--- src/rtl/reg_file_mp.sv ---
// Multi-port integer register file with a power-up init sequencer and optional write-to-read bypass.
// x0 always reads as zero. Reads are combinational; writes land on the rising clock edge.
module reg_file_mp #(
    parameter int XLEN      = 32,
    parameter int NREGS     = 32,
    parameter int NRD       = 2,
    parameter int NWR       = 1,
    parameter int BYPASS    = 0,
    parameter int INIT_BASE = 128,
    localparam int AW       = $clog2(NREGS)
) (
    input  logic                 clk,
    input  logic                 rst,
    output logic                 ready,
    input  logic [NRD*AW-1:0]    rd_addr,
    output logic [NRD*XLEN-1:0]  rd_data,
    input  logic [NWR-1:0]       wr_en,
    input  logic [NWR*AW-1:0]    wr_addr,
    input  logic [NWR*XLEN-1:0]  wr_data
);

    typedef enum logic [0:0] {
        ST_INIT = 1'b0,
        ST_RUN  = 1'b1
    } state_e;

    // One bit wider than an address so the index can reach NREGS without wrapping.
    localparam logic [AW:0] LAST_IDX = (AW+1)'(NREGS - 1);

    state_e          state_q, state_d;
    logic [AW:0]     init_idx_q, init_idx_d;
    logic            ready_q;
    logic [XLEN-1:0] mem_q [NREGS];
    logic [XLEN-1:0] init_val_s;
    logic [AW-1:0]   rd_addr_s [NRD];
    logic [XLEN-1:0] rd_val_s  [NRD];

    assign init_val_s = XLEN'(INIT_BASE) + XLEN'(init_idx_q) - XLEN'(1);
    assign ready      = ready_q;

    // Next-state logic for the init sequencer.
    always_comb begin
        state_d    = state_q;
        init_idx_d = init_idx_q;
        case (state_q)
            ST_INIT: begin
                init_idx_d = init_idx_q + (AW+1)'(1);
                if (init_idx_q == LAST_IDX) begin
                    state_d = ST_RUN;
                end else begin
                    state_d = ST_INIT;
                end
            end
            ST_RUN: begin
                state_d = ST_RUN;
            end
            default: begin
                state_d    = ST_INIT;
                init_idx_d = (AW+1)'(1);
            end
        endcase
    end

    // State, init index and ready registers.
    always_ff @(posedge clk or negedge rst) begin
        if (!rst) begin
            state_q    <= ST_INIT;
            init_idx_q <= (AW+1)'(1);
            ready_q    <= 1'b0;
        end else begin
            state_q    <= state_d;
            init_idx_q <= init_idx_d;
            ready_q    <= (state_d == ST_RUN);
        end
    end

    // Storage array: init pattern during INIT, user writes afterwards; higher port wins on a clash.
    always_ff @(posedge clk) begin
        if (state_q == ST_INIT) begin
            mem_q[init_idx_q[AW-1:0]] <= init_val_s;
        end else begin
            for (int k = 0; k < NWR; k++) begin
                if (wr_en[k] && (wr_addr[k*AW +: AW] != AW'(0))) begin
                    mem_q[wr_addr[k*AW +: AW]] <= wr_data[k*XLEN +: XLEN];
                end
            end
        end
    end

    // Read ports with optional same-cycle bypass; x0 and the INIT state force zero.
    always_comb begin
        rd_data = {(NRD*XLEN){1'b0}};
        for (int r = 0; r < NRD; r++) begin
            rd_addr_s[r] = rd_addr[r*AW +: AW];
            rd_val_s[r]  = mem_q[rd_addr_s[r]];
            if (BYPASS != 32'sd0) begin
                for (int k = 0; k < NWR; k++) begin
                    if (wr_en[k] && (wr_addr[k*AW +: AW] == rd_addr_s[r])) begin
                        rd_val_s[r] = wr_data[k*XLEN +: XLEN];
                    end else begin
                        rd_val_s[r] = rd_val_s[r];
                    end
                end
            end else begin
                rd_val_s[r] = rd_val_s[r];
            end
            if ((state_q != ST_RUN) || (rd_addr_s[r] == AW'(0))) begin
                rd_data[r*XLEN +: XLEN] = XLEN'(0);
            end else begin
                rd_data[r*XLEN +: XLEN] = rd_val_s[r];
            end
        end
    end

endmodule

--- config.mk ---
export PLATFORM = sky130hd
export DESIGN_NAME = reg_file_mp
export DESIGN_NICKNAME = d
export VERILOG_FILES = /design/src/rtl/reg_file_mp.sv
export SDC_FILE = /design/constraint.sdc
export NUM_CORES = 1
export LEC_CHECK = 0
export CAP_MARGIN = 20
export CORE_ASPECT_RATIO = 0.9
export CORE_UTILIZATION = 51
export CTS_CLUSTER_DIAMETER = 200
export DETAILED_ROUTE_END_ITERATION = 8
export GPL_TIMING_DRIVEN = 0
export MAX_ROUTING_LAYER = met4
export PLACE_DENSITY = 0.68
export SETUP_SLACK_MARGIN = 0.5
export SYNTH_ARGS = -nofsm -noshare
export SYNTH_HDL_FRONTEND = slang
export SYNTH_SLANG_ARGS = --single-unit
--- constraint.sdc ---
create_clock -name clk -period 6.7 [get_ports clk]
set_input_delay 0.67 -clock clk [delete_from_list [all_inputs] [get_ports clk]]
set_output_delay 0.67 -clock clk [all_outputs]
set_load 0.005 [all_outputs]
After elaboration in Yosys (flattened, before gate mapping)

Memory sizes are Yosys's and may differ from the RTL's.
Cells that the tools add are included.

Bits in writable memories: 1024
Memories kept: 1
Word-level logic and storage cells: 26
Input bits: 50
Output and inout bits: 65
Flip-flop bits (word level): 7

Reduce and logical (&&, ||, !) cells: 7
$add $sub $neg: 3
Bitwise gates (word level): 1
Eq/ne operators: 1
Mux-type cells: 11

Memories:

| name  | words | bits a word | read ports | clocked after memory_dff | write ports | RTL line | text |
|---|---|---|---|---|---|---|---|
| mem_q | 32    | 32          | 2          | 0                        | 1           | 33       | `logic [XLEN-1:0] mem_q [NREGS];` |

Operators with widths:

| kind                                                | number |
|---|---|
| two-way mux 32 bit                                  | 3 |
| OR reduction 32 bit                                 | 1 |
| logical NOT 5 bit                                   | 2 |
| subtractor 9 x 1 -> 10 bit, second input constant   | 1 |
| adder 8 x 6 -> 9 bit, first input constant          | 1 |
| adder 6 x 1 -> 6 bit, second input constant         | 1 |
| equality test 6 x 5 -> 1 bit, second input constant | 1 |
| two-way mux 1 bit                                   | 6 |
| two-way mux 5 bit                                   | 1 |
| nonzero test 5 bit                                  | 1 |
| logical OR 1 bit                                    | 2 |
| case mux 1 bit (2 select lines)                     | 1 |
| logical AND 1 bit                                   | 1 |
| inverter 1 bit                                      | 1 |

Longest topological paths before layout

Depth in word-level cells: 7
Gate-level depth with buffers: 8
Mapped depth without buffers: 5

Least setup slack after synthesis

No wires, ideal clock.

Path type: input to register
Start point: input wr_addr[3]
End point: memory mem_q[7][0] (enable)
Arrival: 4.237 ns
Path slack: 1.995 ns
Path buffers: 1
Setup time: 0.468 ns
Stages: 5
Path through: or3_4 o311a_1 buf_6 o31a_1 nor3b_1

Word-level cells in the longest chain between the ends: 7

Ends and longest elaborated chain:

| what                                                                    | RTL line | text |
|---|---|---|
| start: declaration                                                      | 18       | `input logic [NWR*AW-1:0] wr_addr,` |
| nonzero test 5 bit                                                      | 83       | `if (wr_en[k] && (wr_addr[k*AW +: AW] != AW'(0))) begin` |
| logical AND 1 bit                                                       | 83       |  |
| two-way mux 1 bit                                                       | 83       |  |
| two-way mux 1 bit                                                       | 79       | `if (state_q == ST_INIT) begin` |
| two-way mux 1 bit (not written as such)                                 | 84       | `mem_q[wr_addr[k*AW +: AW]] <= wr_data[k*XLEN +: XLEN];` |
| OR reduction 32 bit (no source line)                                    | n/a      |  |
| two-way mux 5 bit (no source line) or two-way mux 1 bit (tied branches) | n/a      |  |
| end: declaration                                                        | 33       |  |

Several ways; a longest one is shown, not always the timed one.

Worst setup path after layout

Start point: input rd_addr[7]
End point: output rd_data[38]

Word-level cells in the longest chain between the ends: 3

Ends and longest elaborated chain:

| what                                                                         | RTL line | text |
|---|---|---|
| start: declaration                                                           | 15       | `input logic [NRD*AW-1:0] rd_addr,` |
| parallel branches: the longest is 2 deep, another holds memory (32 x 32 bit) | n/a      |  |
| two-way mux 32 bit (*)                                                       | 107      | `if ((state_q != ST_RUN) \|\| (rd_addr_s[r] == AW'(0))) begin` |
| end: declaration                                                             | 16       | `output logic [NRD*XLEN-1:0] rd_data,` |

Every way passes the cells marked *.

==> metrics.txt <==
Skew-Pair Late Insertion Delay=710 ps; syn nets=2,962; Hold Path Class=primary input to async pin; Leak=0.0202 uW; flops & latches, synth=1,031; Pins Over Slew Limit=0; die area=95,800 um^2; final worst-path cycle share=0.902; Crit path top cell by count=clkdlybuf4s50_1; Synth Warn #=0; Mapped Cells=2,910; CTS resizes=0; Critical Path Slowest Stage Cell=nor2_1; Die Height=294 um; Row Count=106; core area=93,200 um^2; GR Util met2=0.546; crit path time final=6040 ps; post-synth cell types=50; final setup TNS=0 ps; Final WS setup=656 ps; Worst R2R Start=ready$_DFF_PN0_; prevailing post-synth register cell=edfxtp_1; Die Wd=326 um; CTS tree=done; first-pass GRT wire length=248,000 um; GRT met3 Usage=0.149; skew final=16.1 ps; crit path DAT=5370 ps; Pre-antenna DRT Iters=6; antenna viol nets, final=0; Avg WL per Cell=39.6 um; crit-path cells=clkdlybuf4s50_1 > buf_2 > nor2_1 > clkbuf_1 > a22oi_1 > a31oi_1 > nand4_1 > clkdlybuf4s50_1; reg2reg end=mem_q[28][26]$_DFFE_PP_; # fillers=6,918; Achievable Freq=165 MHz; gp weighted congestion=1.02; Setup crit start kind=primary input; Post-synth EDFFs=1,024; status=finished, final reports clean; async set-or-reset flop fraction in the synthesized netlist=0.00679; CTS buffer count=107; grt ovf=0; Total Power=14,700 uW; critical path capture point type=output port; Mapped Area=48,200 um^2; GRT Max-Usage Layer=met2; Root Buffer=clkbuf_16; Syn-to-layout area delta=17.4%; Top Ports=115; Synth top cells by count=edfxtp_1 (1,024), mux2i_1 (517), mux4_2 (254); CTS H-tree lvls=3; Yosys top cell by area=edfxtp_1; Starting Density=0.517; M1 GR Usage=0.527; combinational fraction of design power=0.098; switching part of the total=0.241; post-synthesis sequential area ratio=0.641; Critical Path RT=6030 ps; Final #Nets=3,297; # setup viols final=0; hold-fix buffer count after cts=0; Synth top area share=0.638; DRT Wirelength=182,000 um; power per cell area=260 nW/um^2; synth top area cells=edfxtp_1 (64%), mux4_2 (12%), mux2i_1 (11%), a22oi_1 (3.3%), nand3_1 (1.6%); DRC Markers=0; Detailed Route Iter0 Violations=5,102; Vias=32,343; largest net degree at the start of global routing=33; clock slew at reported path FFs=60 ps; P_int=11,200 uW; CP max stage delay=830 ps; post-DP HPWL=132,000 um; vias in the first global route=31,631; Vias/cell=7.06; pre-CTS WS=1170 ps; CP Max Fanout=10; Finished Core Util=0.607; Setup Fix Bufs, Post-CTS=0; max-cap viol count=0; Slew headroom=0.179; hold slack=231 ps; most numerous cell in the Yosys netlist=edfxtp_1; syn avg cell area=16.6 um^2; Total Routing Usage GR=0.389; slew at the pin with the worst max-slew slack=1230 ps; CTS Buffer Depth=3; initial antenna violation count=14; flop2flop setup slack=2480 ps; kind of critical path=primary input to output port; clock sinks=1,031; port buffer count=109; r2r worst-path depth=6; clock network power share=0.417; NetSw=3540 uW; peak supply drop=0.288 mV; unrepaired setup endpoints after global routing=no; Fin. Hold Viols=0; part of the power in registers=0.484; fraction of layout instances using a drive strength above 1=0.203
==> metal layers <==
layer,vias to the layer above,routed length [um]
met2,2412,78400
met4,0,5710
met5,-,0
met1,16813,70400
li1,12750,-
met3,368,27300
==> sequential cells by signal, indices dropped and copies added, names as in the netlist <==
name and count:
init_idx_q 6, ready 1, mem_q 1024
==> logic make-up (layout without fill, tap and decap cells) <==
kind of cell	after synthesis	in the layout	synth area share
fa+ha+maj	2	2	0.000519
flops	1031	1031	0.641
mux	774	774	0.227
compound gates	406	406	0.0602
buf+inv	243	666	0.0217
xor+xnor	9	9	0.00163
simple gates	445	445	0.0478
other cells	0	8	0
==> worst max-delay path, delay by kind of cell <==
kind / cells / cell delay, ps
buf+inv: 4 / 2330
simple gates: 2 / 1340
compound gates: 2 / 1010
==> how the worst max path moves through the flow <==
stage / startpoint / endpoint / slack, ps / depth (start not counted)
floorplan: wr_addr[3] / mem_q[7][0]$_DFFE_PP_ / 2000 / 5
global placement: wr_addr[3] / mem_q[22][23]$_DFFE_PP_ / -2130 / 5
detailed placement: rd_addr[7] / rd_data[38] / 1170 / 8
CTS: rd_addr[7] / rd_data[38] / 1150 / 8
global route: rd_addr[7] / rd_data[38] / 820 / 8
finish: rd_addr[7] / rd_data[38] / 660 / 8
==> power groups by stage <==
stage | combinational [uW] | sequential [uW] | clock (uW)
after detailed placement | 1350 | 7270 | 0
after global placement | 1290 | 7280 | 0
after floorplan | 672 | 7270 | 0
final | 1450 | 7120 | 6140
after global routing | 1470 | 7120 | 6360
after CTS | 1360 | 7130 | 6130
==> cells in the final DEF (no fill, tap or decap), types with 54 or more instances in the layout <==
master and instances:
mux4_2 254, clkdlybuf4s50_1 109, a22oi_1 210, nand2_1 109, a22o_1 54, clkbuf_1 144
nand3_1 154, mux2i_1 517, clkbuf_16 111, nand4_1 66, buf_2 91, a21oi_1 65
a31oi_1 58, buf_6 55, edfxtp_1 1024
==> through the flow <==
step | cell area [um^2] | instances
after floorplan | 48200 | 2910
after global placement | 50900 | 4261
after detailed placement | 52500 | 4357
after CTS | 56000 | 4554
after global routing | 56600 | 4581
final | 56600 | 4583
==> final cells by class <==
type / count / area (um^2) / share of cell area
inverter: 4 / 15.0 / 0.000265
sequential: 1031 / 30900 / 0.546
antenna: 8 / 20.0 / 0.000354
tap: 1242 / 1550 / 0.0275
multi-input combinational: 1636 / 16500 / 0.291
buffer: 239 / 1030 / 0.0182
clock buffer: 127 / 2800 / 0.0494
clock inverter: 70 / 748 / 0.0132
timing repair buffer: 226 / 3020 / 0.0534
(Power assumes the default switching activity.)
